--- config.mk ---
export PLATFORM = sky130hd
export DESIGN_NAME = mc_ctrl_flat
export DESIGN_NICKNAME = d
export VERILOG_FILES = /design/src/rtl/mc_ctrl_if.sv /design/src/rtl/mc_ctrl.sv /design/src/flat_wrapper.sv
export SDC_FILE = /design/constraint.sdc
export NUM_CORES = 1
export LEC_CHECK = 0
export CORE_MARGIN = 5
export CORE_UTILIZATION = 45
export CTS_BUF_LIST = sky130_fd_sc_hd__clkbuf_4 sky130_fd_sc_hd__clkbuf_8
export DETAILED_ROUTE_END_ITERATION = 12
export PLACE_DENSITY = 0.72
export SYNTH_ARGS = -nofsm -noshare
export SYNTH_HDL_FRONTEND = slang
export SYNTH_SLANG_ARGS = --single-unit
--- constraint.sdc ---
create_clock -name clk -period 6.6 [get_ports clk]
set_clock_uncertainty 0.1 [all_clocks]
set_input_delay 1.32 -clock clk [delete_from_list [all_inputs] [get_ports clk]]
set_output_delay 1.32 -clock clk [all_outputs]
set_load 0.05 [all_outputs]
--- src/rtl/mc_ctrl_if.sv ---
// Control/handshake bundle between the multicycle controller and its datapath/memories.
// The master side is the controller; the slave side is the surrounding environment.
interface mc_ctrl_if;
    logic        run;
    logic [6:0]  opcode;
    logic        branch_taken;
    logic        imem_ready;
    logic        dmem_ready;
    logic        imem_req;
    logic        ir_we;
    logic        dmem_req;
    logic        dmem_we;
    logic        rf_we;
    logic        pc_we;
    logic        pc_sel;
    logic        alu_a_sel;
    logic        alu_b_sel;
    logic [1:0]  wb_sel;
    logic [2:0]  state;
    logic [1:0]  trap_cause;
    logic [31:0] instret;

    modport master (
        input  run, opcode, branch_taken, imem_ready, dmem_ready,
        output imem_req, ir_we, dmem_req, dmem_we, rf_we, pc_we, pc_sel,
               alu_a_sel, alu_b_sel, wb_sel, state, trap_cause, instret
    );

    modport slave (
        output run, opcode, branch_taken, imem_ready, dmem_ready,
        input  imem_req, ir_we, dmem_req, dmem_we, rf_we, pc_we, pc_sel,
               alu_a_sel, alu_b_sel, wb_sel, state, trap_cause, instret
    );
endinterface

--- src/rtl/mc_ctrl.sv ---
// Multicycle RV32-style control FSM: fetch/decode/exec/mem/writeback sequencing,
// memory wait timeouts, illegal-opcode trap, halt, and retired-instruction counting.
module mc_ctrl #(
    parameter int WAIT_MAX = 15
) (
    input  logic       clk,
    input  logic       rst,
    mc_ctrl_if.master  bus
);
    localparam int WW = (WAIT_MAX < 2) ? 1 : $clog2(WAIT_MAX + 1);

    localparam logic [6:0] OP_R      = 7'b0110011;
    localparam logic [6:0] OP_IMM    = 7'b0010011;
    localparam logic [6:0] OP_LOAD   = 7'b0000011;
    localparam logic [6:0] OP_STORE  = 7'b0100011;
    localparam logic [6:0] OP_BRANCH = 7'b1100011;
    localparam logic [6:0] OP_JAL    = 7'b1101111;
    localparam logic [6:0] OP_JALR   = 7'b1100111;
    localparam logic [6:0] OP_AUIPC  = 7'b0010111;
    localparam logic [6:0] OP_LUI    = 7'b0110111;
    localparam logic [6:0] OP_SYSTEM = 7'b1110011;

    typedef enum logic [2:0] {
        ST_IDLE   = 3'd0,
        ST_FETCH  = 3'd1,
        ST_DECODE = 3'd2,
        ST_EXEC   = 3'd3,
        ST_MEM    = 3'd4,
        ST_WB     = 3'd5,
        ST_HALT   = 3'd6,
        ST_TRAP   = 3'd7
    } state_t;

    state_t          r_state, w_state_next;
    logic [6:0]      r_op, w_op_next;
    logic [WW-1:0]   r_wait, w_wait_next;
    logic [1:0]      r_cause, w_cause_next;
    logic [31:0]     r_instret;

    logic            w_imem_req, w_ir_we, w_dmem_req, w_dmem_we, w_rf_we;
    logic            w_pc_we, w_pc_sel, w_alu_a_sel, w_alu_b_sel;
    logic [1:0]      w_wb_sel;
    logic            w_is_mem, w_is_store, w_is_jump, w_timeout;

    assign w_is_store = (r_op == OP_STORE);
    assign w_is_mem   = (r_op == OP_LOAD) || w_is_store;
    assign w_is_jump  = (r_op == OP_JAL) || (r_op == OP_JALR);
    assign w_timeout  = (r_wait == WW'(WAIT_MAX - 1));

    always_comb begin
        w_state_next = r_state;
        w_op_next    = r_op;
        w_cause_next = r_cause;
        w_imem_req   = 1'b0;
        w_ir_we      = 1'b0;
        w_dmem_req   = 1'b0;
        w_dmem_we    = 1'b0;
        w_rf_we      = 1'b0;
        w_pc_we      = 1'b0;
        w_pc_sel     = 1'b0;
        w_alu_a_sel  = 1'b0;
        w_alu_b_sel  = 1'b0;
        w_wb_sel     = 2'd0;
        case (r_state)
            ST_IDLE: begin
                if (bus.run) w_state_next = ST_FETCH;
            end
            ST_FETCH: begin
                w_imem_req = 1'b1;
                if (bus.imem_ready) begin
                    w_ir_we      = 1'b1;
                    w_state_next = ST_DECODE;
                end else if (w_timeout) begin
                    w_state_next = ST_TRAP;
                    w_cause_next = 2'd2;
                end
            end
            ST_DECODE: begin
                w_op_next = bus.opcode;
                case (bus.opcode)
                    OP_R, OP_IMM, OP_LOAD, OP_STORE, OP_BRANCH,
                    OP_JAL, OP_JALR, OP_AUIPC, OP_LUI: w_state_next = ST_EXEC;
                    OP_SYSTEM: w_state_next = ST_HALT;
                    default: begin
                        w_state_next = ST_TRAP;
                        w_cause_next = 2'd1;
                    end
                endcase
            end
            ST_EXEC: begin
                w_alu_a_sel = (r_op == OP_AUIPC);
                w_alu_b_sel = (r_op != OP_R) && (r_op != OP_BRANCH);
                if (w_is_mem) begin
                    w_state_next = ST_MEM;
                end else if (r_op == OP_BRANCH) begin
                    w_pc_we      = 1'b1;
                    w_pc_sel     = bus.branch_taken;
                    w_state_next = ST_FETCH;
                end else begin
                    w_state_next = ST_WB;
                end
            end
            ST_MEM: begin
                w_dmem_req = 1'b1;
                w_dmem_we  = w_is_store;
                if (bus.dmem_ready) begin
                    if (w_is_store) begin
                        w_pc_we      = 1'b1;
                        w_state_next = ST_FETCH;
                    end else begin
                        w_state_next = ST_WB;
                    end
                end else if (w_timeout) begin
                    w_state_next = ST_TRAP;
                    w_cause_next = 2'd3;
                end
            end
            ST_WB: begin
                w_rf_we      = 1'b1;
                w_pc_we      = 1'b1;
                w_pc_sel     = w_is_jump;
                w_state_next = ST_FETCH;
                if (r_op == OP_LOAD)     w_wb_sel = 2'd1;
                else if (w_is_jump)      w_wb_sel = 2'd2;
                else if (r_op == OP_LUI) w_wb_sel = 2'd3;
            end
            default: ;  // HALT and TRAP hold until reset
        endcase
    end

    // The wait counter restarts on every state change and only counts stalled cycles.
    always_comb begin
        w_wait_next = r_wait;
        if (w_state_next != r_state)
            w_wait_next = '0;
        else if ((r_state == ST_FETCH && !bus.imem_ready) ||
                 (r_state == ST_MEM && !bus.dmem_ready))
            w_wait_next = r_wait + 1'b1;
    end

    always_ff @(posedge clk) begin
        if (rst) begin
            r_state   <= ST_IDLE;
            r_op      <= '0;
            r_wait    <= '0;
            r_cause   <= '0;
            r_instret <= '0;
        end else begin
            r_state <= w_state_next;
            r_op    <= w_op_next;
            r_wait  <= w_wait_next;
            r_cause <= w_cause_next;
            if (w_pc_we) r_instret <= r_instret + 32'd1;
        end
    end

    assign bus.imem_req   = w_imem_req;
    assign bus.ir_we      = w_ir_we;
    assign bus.dmem_req   = w_dmem_req;
    assign bus.dmem_we    = w_dmem_we;
    assign bus.rf_we      = w_rf_we;
    assign bus.pc_we      = w_pc_we;
    assign bus.pc_sel     = w_pc_sel;
    assign bus.alu_a_sel  = w_alu_a_sel;
    assign bus.alu_b_sel  = w_alu_b_sel;
    assign bus.wb_sel     = w_wb_sel;
    assign bus.state      = r_state;
    assign bus.trap_cause = r_cause;
    assign bus.instret    = r_instret;
endmodule

--- src/flat_wrapper.sv ---
// flat-port wrapper written by rule: the top's interface ports become plain ports
module mc_ctrl_flat 
#(
    parameter int WAIT_MAX = 15
)
  (clk, rst, bus_run, bus_opcode, bus_branch_taken, bus_imem_ready, bus_dmem_ready, bus_imem_req, bus_ir_we, bus_dmem_req, bus_dmem_we, bus_rf_we, bus_pc_we, bus_pc_sel, bus_alu_a_sel, bus_alu_b_sel, bus_wb_sel, bus_state, bus_trap_cause, bus_instret);
  mc_ctrl_if bus_i ();
  input  logic clk;
  input  logic rst;
  input wire logic [$bits(bus_i.run)-1:0] bus_run;
  input wire logic [$bits(bus_i.opcode)-1:0] bus_opcode;
  input wire logic [$bits(bus_i.branch_taken)-1:0] bus_branch_taken;
  input wire logic [$bits(bus_i.imem_ready)-1:0] bus_imem_ready;
  input wire logic [$bits(bus_i.dmem_ready)-1:0] bus_dmem_ready;
  output wire logic [$bits(bus_i.imem_req)-1:0] bus_imem_req;
  output wire logic [$bits(bus_i.ir_we)-1:0] bus_ir_we;
  output wire logic [$bits(bus_i.dmem_req)-1:0] bus_dmem_req;
  output wire logic [$bits(bus_i.dmem_we)-1:0] bus_dmem_we;
  output wire logic [$bits(bus_i.rf_we)-1:0] bus_rf_we;
  output wire logic [$bits(bus_i.pc_we)-1:0] bus_pc_we;
  output wire logic [$bits(bus_i.pc_sel)-1:0] bus_pc_sel;
  output wire logic [$bits(bus_i.alu_a_sel)-1:0] bus_alu_a_sel;
  output wire logic [$bits(bus_i.alu_b_sel)-1:0] bus_alu_b_sel;
  output wire logic [$bits(bus_i.wb_sel)-1:0] bus_wb_sel;
  output wire logic [$bits(bus_i.state)-1:0] bus_state;
  output wire logic [$bits(bus_i.trap_cause)-1:0] bus_trap_cause;
  output wire logic [$bits(bus_i.instret)-1:0] bus_instret;
  assign bus_i.run = bus_run;
  assign bus_i.opcode = bus_opcode;
  assign bus_i.branch_taken = bus_branch_taken;
  assign bus_i.imem_ready = bus_imem_ready;
  assign bus_i.dmem_ready = bus_dmem_ready;
  assign bus_imem_req = bus_i.imem_req;
  assign bus_ir_we = bus_i.ir_we;
  assign bus_dmem_req = bus_i.dmem_req;
  assign bus_dmem_we = bus_i.dmem_we;
  assign bus_rf_we = bus_i.rf_we;
  assign bus_pc_we = bus_i.pc_we;
  assign bus_pc_sel = bus_i.pc_sel;
  assign bus_alu_a_sel = bus_i.alu_a_sel;
  assign bus_alu_b_sel = bus_i.alu_b_sel;
  assign bus_wb_sel = bus_i.wb_sel;
  assign bus_state = bus_i.state;
  assign bus_trap_cause = bus_i.trap_cause;
  assign bus_instret = bus_i.instret;
  mc_ctrl #(.WAIT_MAX(WAIT_MAX)) u_core (.clk(clk), .rst(rst), .bus(bus_i));
endmodule
==> results of run 1 <==
-- path summary, 6_finish.rpt --
check	startpoint	endpoint	slack, ps	cells after the start
worst max-delay path	bus_dmem_ready	bus_pc_we	1610	6
worst min-delay path	u_core.bus.instret[31]	u_core.bus.instret[31]	390	2
worst max register to register	u_core.bus.state[1]	u_core.bus.instret[22]	3890	5
worst min register to register	u_core.bus.instret[31]	u_core.bus.instret[31]	390	2
-- Yosys cell counts (7+ instances only) --
master,instances
nor2b_1,7
a21oi_1,34
inv_1,8
nand3_1,14
dfxtp_1,48
nand2_1,40
or3_1,13
nor3_1,10
clkbuf_1,13
o21ai_0,20
or4_1,10
and4_1,8
nor2_1,28
o31ai_1,10
-- report_power, final --
group | switching (W) | internal, W
Combinational | 0.000146 | 0.0000909
Clock | 0.000100 | 0.0000940
Sequential | 0.0000381 | 0.000306
-- tightest hold or removal path, delay by kind of cell (launching register included) --
family             cells  cell delay (ps)
DFF                    1              320
AOI/OAI and AO/OA      2              120
-- kinds of logic (layout without fill, tap and decap cells) --
family,after synthesis,after routing
xor+xnor,9,9
compound gates,87,87
simple gates,168,168
fa+ha+maj,3,3
flops,48,48
mux,4,4
buf+inv,24,77
-- per-stage QoR --
stage	util [%]	worst slack, ps	hold slack (ps)
detailed placement	56.38	1622	376.1
CTS	58.04	1621	390.6
floorplan	-	2288	358.2
finish	58.04	1615	389.7
global placement	56.38	1683	368.2
global route	58.04	1498	418.2
-- sequential cells by signal (all words and copies together) (netlist names) --
name	count
u_core.bus.instret	32
u_core.bus.state	3
u_core.bus.trap_cause	2
u_core.r_op	7
u_core.r_wait	4
-- area by class of cell --
class                           count  area [um^2]  area share, %
Timing Repair Buffer               61        608.1          17.80
Inverter                            8        30.03         0.8791
Multi-Input combinational cell    271         1625          47.58
Sequential cell                    48        960.9          28.13
Clock buffer                        8        97.59          2.857
Tap cell                           75        93.84          2.747
-- per-layer routing --
layer	GRT usage (%)	vias to the layer above	share of wire, %	wire, um
met5	0	-	0	0
met1	25.98	1249	49	3407
met4	5.300	0	1.6	112
met3	3.879	9	4.8	334
met2	27.74	66	44	3059
li1	-	1378	-	-
==> results.md, run 1 <==
* Total power at 0.0007751 W
* CP Capture Type: primary output
* H-tree Lvls at 2
* Fin crit period at 4985 ps
* Cts bufs inserted at 5
* Total iterations of the first detailed-routing run at 5
* Post-synth top area share at 35.69%
* Wirelength, routed at 6913 um
* Sum of buffers and inverters on the critical path at 3
* Area after DPL at 3318 um^2
* CTS max path bufs at 2
* Commonest non-fill, non-tap cell in the layout: clkdlybuf4s50_1
* Synth Instances at 343
* Setup violators final at 0
* Mux cell area share after synthesis at 1.673%
* RSZ-0062 raised after global routing: no
* Antenna cells at 0
* Layout area overhead at 26.86%
* IO buf count at 60
* Syn_area_per_cell at 7.850 um^2
* Starting Density at 45.75%
* First-pass GRT wire length at 11310 um
* Clock sink count at 48
* Delay-heaviest family, CP: buffers and inverters
* Routed len/inst at 14.68 um
* Crit path kind: in -> out
* Setup_tns at 0 ps
* Synth top area cells: dfxtp_1, a21oi_1, nand2_1
* Xor and xnor area share after synthesis at 2.928%
* Cell repeated most along the worst path: clkdlybuf4s50_1
* Vias per cell at 5.737
* Final worst path period share at 75.53%
* Largest net degree at the start of global routing at 48
* Main combinational cell family by area after synthesis: simple AND/OR/NAND/NOR gates
* Grt ovf at 0
* Maxcap violations at 0
* Register area share after synthesis at 35.69%
* Synthesized cell area at 2693 um^2
* Worst skew pair latency at 300 ps
* Leakage dissipation at 1.124 nW
* Post-synth top flop: dfxtp_1
* Pins Over Slew Limit at 0
* Maximum vdd drop at 0.1707 mV
* Yosys top cell by area: dfxtp_1
* Placed cell count at 463
* Post-CTS setup buffers at 0
* Commonest non-fill, non-tap cells in the layout: clkdlybuf4s50_1, dfxtp_1, nand2_1
* CTS Root Cell: clkbuf_8
* Finished Layout Cells at 471
* Synth Area in Simple Gates at 34.80%
* Die Ht at 87.36 um
* Initial antenna violation count at 0
* Layout cell share with drive strength beyond 1 at 5.808%
* Slowest cell on crit path: clkdlybuf4s50_1
* Synth warnings at 0
* Gr usage total at 18.28%
* Ys async rst share at 0%
* DRC at 0
* Final #Nets at 411
* Fillers at 553
* Post-route cell area at 3416 um^2
* Cell Rows at 28
* HPWL Detailed at 5076 um
* Die area at 7631 um^2
* RePlAce Congestion at 0.8181
* Die Wd at 87.36 um
* CTS tree: built
* Max_slew headroom at 54.55%
* Post-CTS resize count at 0
* Worst-path clk slew at 80 ps
* Number of unique standard cell types used by synthesis at 51
* Complex-gate fraction of the synthesized area at 19.56%
* Vias in the first global route at 2402
* Crit-path max cell delay at 810 ps
* Core area at 5886 um^2
* CP required at 5180 ps
* CP max FO at 5
* Worst-margin pin slew at 680.3 ps
* Run status: complete, no violations
* Endpoints failing hold at 0
* Synth Net Count at 359
* EDFF count, synth at 0
* Drt initial violations at 227
* Total power divided by cell area at 226.9 nW/um^2
* Crit path DAT at 3570 ps
* IO Pins at 61
* Max Freq at 200.6 MHz
* Post-Synth Adder-Cell Area at 1.394%
* CP Launch Type: input port
* Cts hold-fix bufs at 0
* DR vias at 2702
* Crit path cell chain: clkdlybuf4s50_1 > nor4bb_1 > and3_1 > nor3_1 > inv_1 > clkdlybuf4s50_1
* Final ANT Viol Nets at 0
* Post-synthesis sequential element count at 48
* Class of the worst hold path: reg -> reg
(Power assumes the default switching activity.)
==> run 2: changes to the inputs <==
PLACE_DENSITY = 0.75   (was 0.72)
clock period = 4.4 ns   (was 6.6 ns; I/O delays follow)
==> run 2 against run 1 <==
  * Non-clock buffer count did not move
  * Cell count fell by 0.64%
  * Setup slack got worse by 800 ps
  * First-iteration DRC count fell by 17%
  * Register-to-register slack got worse by 2200 ps
  * Routed wire length fell by 1.2%
  * Count of clock-buffer cells in the layout fell by 3
  * Sequential power rose by 50%
  * Power rose by 44%
  * Combinational power rose by 51%
  * Die area did not move
  * Critical path depth fell by 1
==> results.md, run 2 (synthesis gave the netlist of run 1 again) <==
* Run status: complete, no violations
* Maxcap violations at 0 (unchanged)
* Setup_tns at 0 ps (unchanged)
* Worst skew pair latency at 290 ps (about the same)
* Final #Nets at 411 (unchanged)
* Endpoints failing hold at 0 (unchanged)
* Gr usage total at 18.93% (+0.65 points)
* Maximum vdd drop at 0.3954 mV (+130%)
* Die area at 7631 um^2 (unchanged)
* Area after DPL at 3316 um^2 (about the same)
* Class of the worst hold path: reg -> reg
* Fin crit period at 3583 ps
* Total iterations of the first detailed-routing run at 4 (-1)
* Commonest non-fill, non-tap cell in the layout: clkdlybuf4s50_1
* Post-CTS resize count at 0 (unchanged)
* Core area at 5886 um^2 (unchanged)
* HPWL Detailed at 5110 um (+0.66%)
* Post-layout util at 57.50% (-0.53 points)
* DR vias at 2697 (-0.19%)
* Vias in the first global route at 2525 (+5.1%)
* Cells on worst reg2reg path at 5 (unchanged)
* Setup violators final at 0 (unchanged)
* Grt ovf at 0 (unchanged)
* CP Launch Type: flip-flop
* CP required at 3420 ps (-1760 ps)
* Worst-margin pin slew at 890.2 ps (+209.9 ps)
* Layout area overhead at 25.70%
* CTS max path bufs at 2 (unchanged)
* CP max FO at 18 (+13)
* CTS Root Cell: clkbuf_8
* Crit path kind: reg -> out
* Initial antenna violation count at 0 (unchanged)
* Worst-path clk slew at 80 ps (about the same)
* Starting Density at 45.75% (unchanged)
* Vias per cell at 5.763 (+0.45%)
* H-tree Lvls at 2 (unchanged)
* Cts bufs inserted at 5 (unchanged)
* Commonest non-fill, non-tap cells in the layout: clkdlybuf4s50_1, dfxtp_1, nand2_1
* WHS Path Cells at 2 (unchanged)
* Cell Rows at 28 (unchanged)
* Max_slew headroom at 40.47% (-14 points)
* Layout cell share with drive strength beyond 1 at 5.344% (-0.46 points)
* Die Ht at 87.36 um (unchanged)
* Antenna cells at 0 (unchanged)
* Crit path DAT at 2600 ps (-970 ps)
* Wirelength, routed at 6833 um (-1.2%)
* Die Wd at 87.36 um (unchanged)
* CTS tree: built
* Cts hold-fix bufs at 0 (unchanged)
* Fillers at 539 (-2.5%)
* Total power divided by cell area at 329.7 nW/um^2 (+45%)
* Drt initial violations at 188 (-17%)
* Post-route cell area at 3385 um^2 (-0.92%)
* IO buf count at 60 (unchanged)
* RSZ-0062 raised after global routing: no
* Crit-path max cell delay at 820 ps (about the same)
* Reg2reg end: u_core.bus.instret[26]
* First-pass GRT wire length at 11850 um (+4.8%)
* Routed len/inst at 14.60 um (-0.52%)
* CP Capture Type: primary output
* Hold_sp: u_core.bus.instret[31]
* Slowest cell on crit path: clkdlybuf4s50_1
* Crit path cell chain: nand3b_1 > a211oi_1 > a21oi_1 > nor2_1 > clkdlybuf4s50_1
* Pins Over Slew Limit at 0 (unchanged)
* R2R setup slack at 1670 ps (-2220 ps)
* Reg-to-reg startpoint: u_core.bus.state[1]
* DRC at 0 (unchanged)
* Largest net degree at the start of global routing at 27 (-44%)
* Clock sink count at 48 (unchanged)
* Hold Path End: u_core.bus.instret[31]
* IO Pins at 61 (unchanged)
* Largest register FFs at 32 (unchanged)
* Final ANT Viol Nets at 0 (unchanged)
* Post-CTS setup buffers at 0 (unchanged)
* Leakage dissipation at 1.109 nW (-1.3%)
* Max Freq at 279.1 MHz
* RePlAce Congestion at 0.8165 (-0.20%)
* Final worst path period share at 81.42%
[run 2: critical path: cells and delay by family (launching register included)]
kind                   cells  cell delay, ps
buffers and inverters      1             820
AO/OA/AOI/OAI              2             410
flip-flops                 1             670
AND/OR/NAND/NOR            2             410
[run 2: area by class of cell]
cell class / count / area (um^2) / share of cell area, %
multi-input combinational: 271 / 1625 / 48.02
sequential: 48 / 960.9 / 28.39
timing repair buffer: 61 / 605.6 / 17.89
tap: 75 / 93.84 / 2.773
clock buffer: 5 / 68.82 / 2.033
inverter: 8 / 30.03 / 0.8872
[run 2: report_power, final]
group          internal [W]  leakage, nW  switching, W
Clock              0.000103       0.0359      0.000137
Sequential         0.000458        0.387     0.0000587
Combinational      0.000136        0.686      0.000223
Total              0.000697         1.11      0.000419
[run 2: per-layer routing]
metal	routed length, um	share of wire [%]	up-vias	global-route usage, %
met1	3162	46	1251	26.06
met3	437	6.4	7	3.595
met2	3173	46	75	30.41
met5	0	0	-	0
li1	-	-	1364	-
met4	59	0.86	0	4.603
[run 2: worst max-delay path by stage]
stage	cells past startpoint	to	slack (ps)	from
final	5	bus_pc_sel	820	u_core.bus.state[1]
after global routing	7	bus_pc_sel	670	u_core.bus.state[2]
after CTS	5	bus_pc_sel	830	u_core.bus.state[1]
after detailed placement	6	bus_pc_we	900	bus_dmem_ready
after global placement	6	bus_pc_we	980	bus_dmem_ready
after floorplan	3	bus_dmem_we	530	u_core.bus.state[2]
[run 2: metrics by stage]
stage                     hold slack [ps]  cells  setup WS (ps)  power [W]
final                               380.2    468          817.4   0.001116
after global routing                428.0    468          669.7   0.001178
after CTS                           385.9    468          833.7   0.001121
after detailed placement            374.8    463          901.0  0.0008823
after global placement              366.6    463          975.1  0.0008752
after floorplan                     358.2    343          528.2  0.0007765
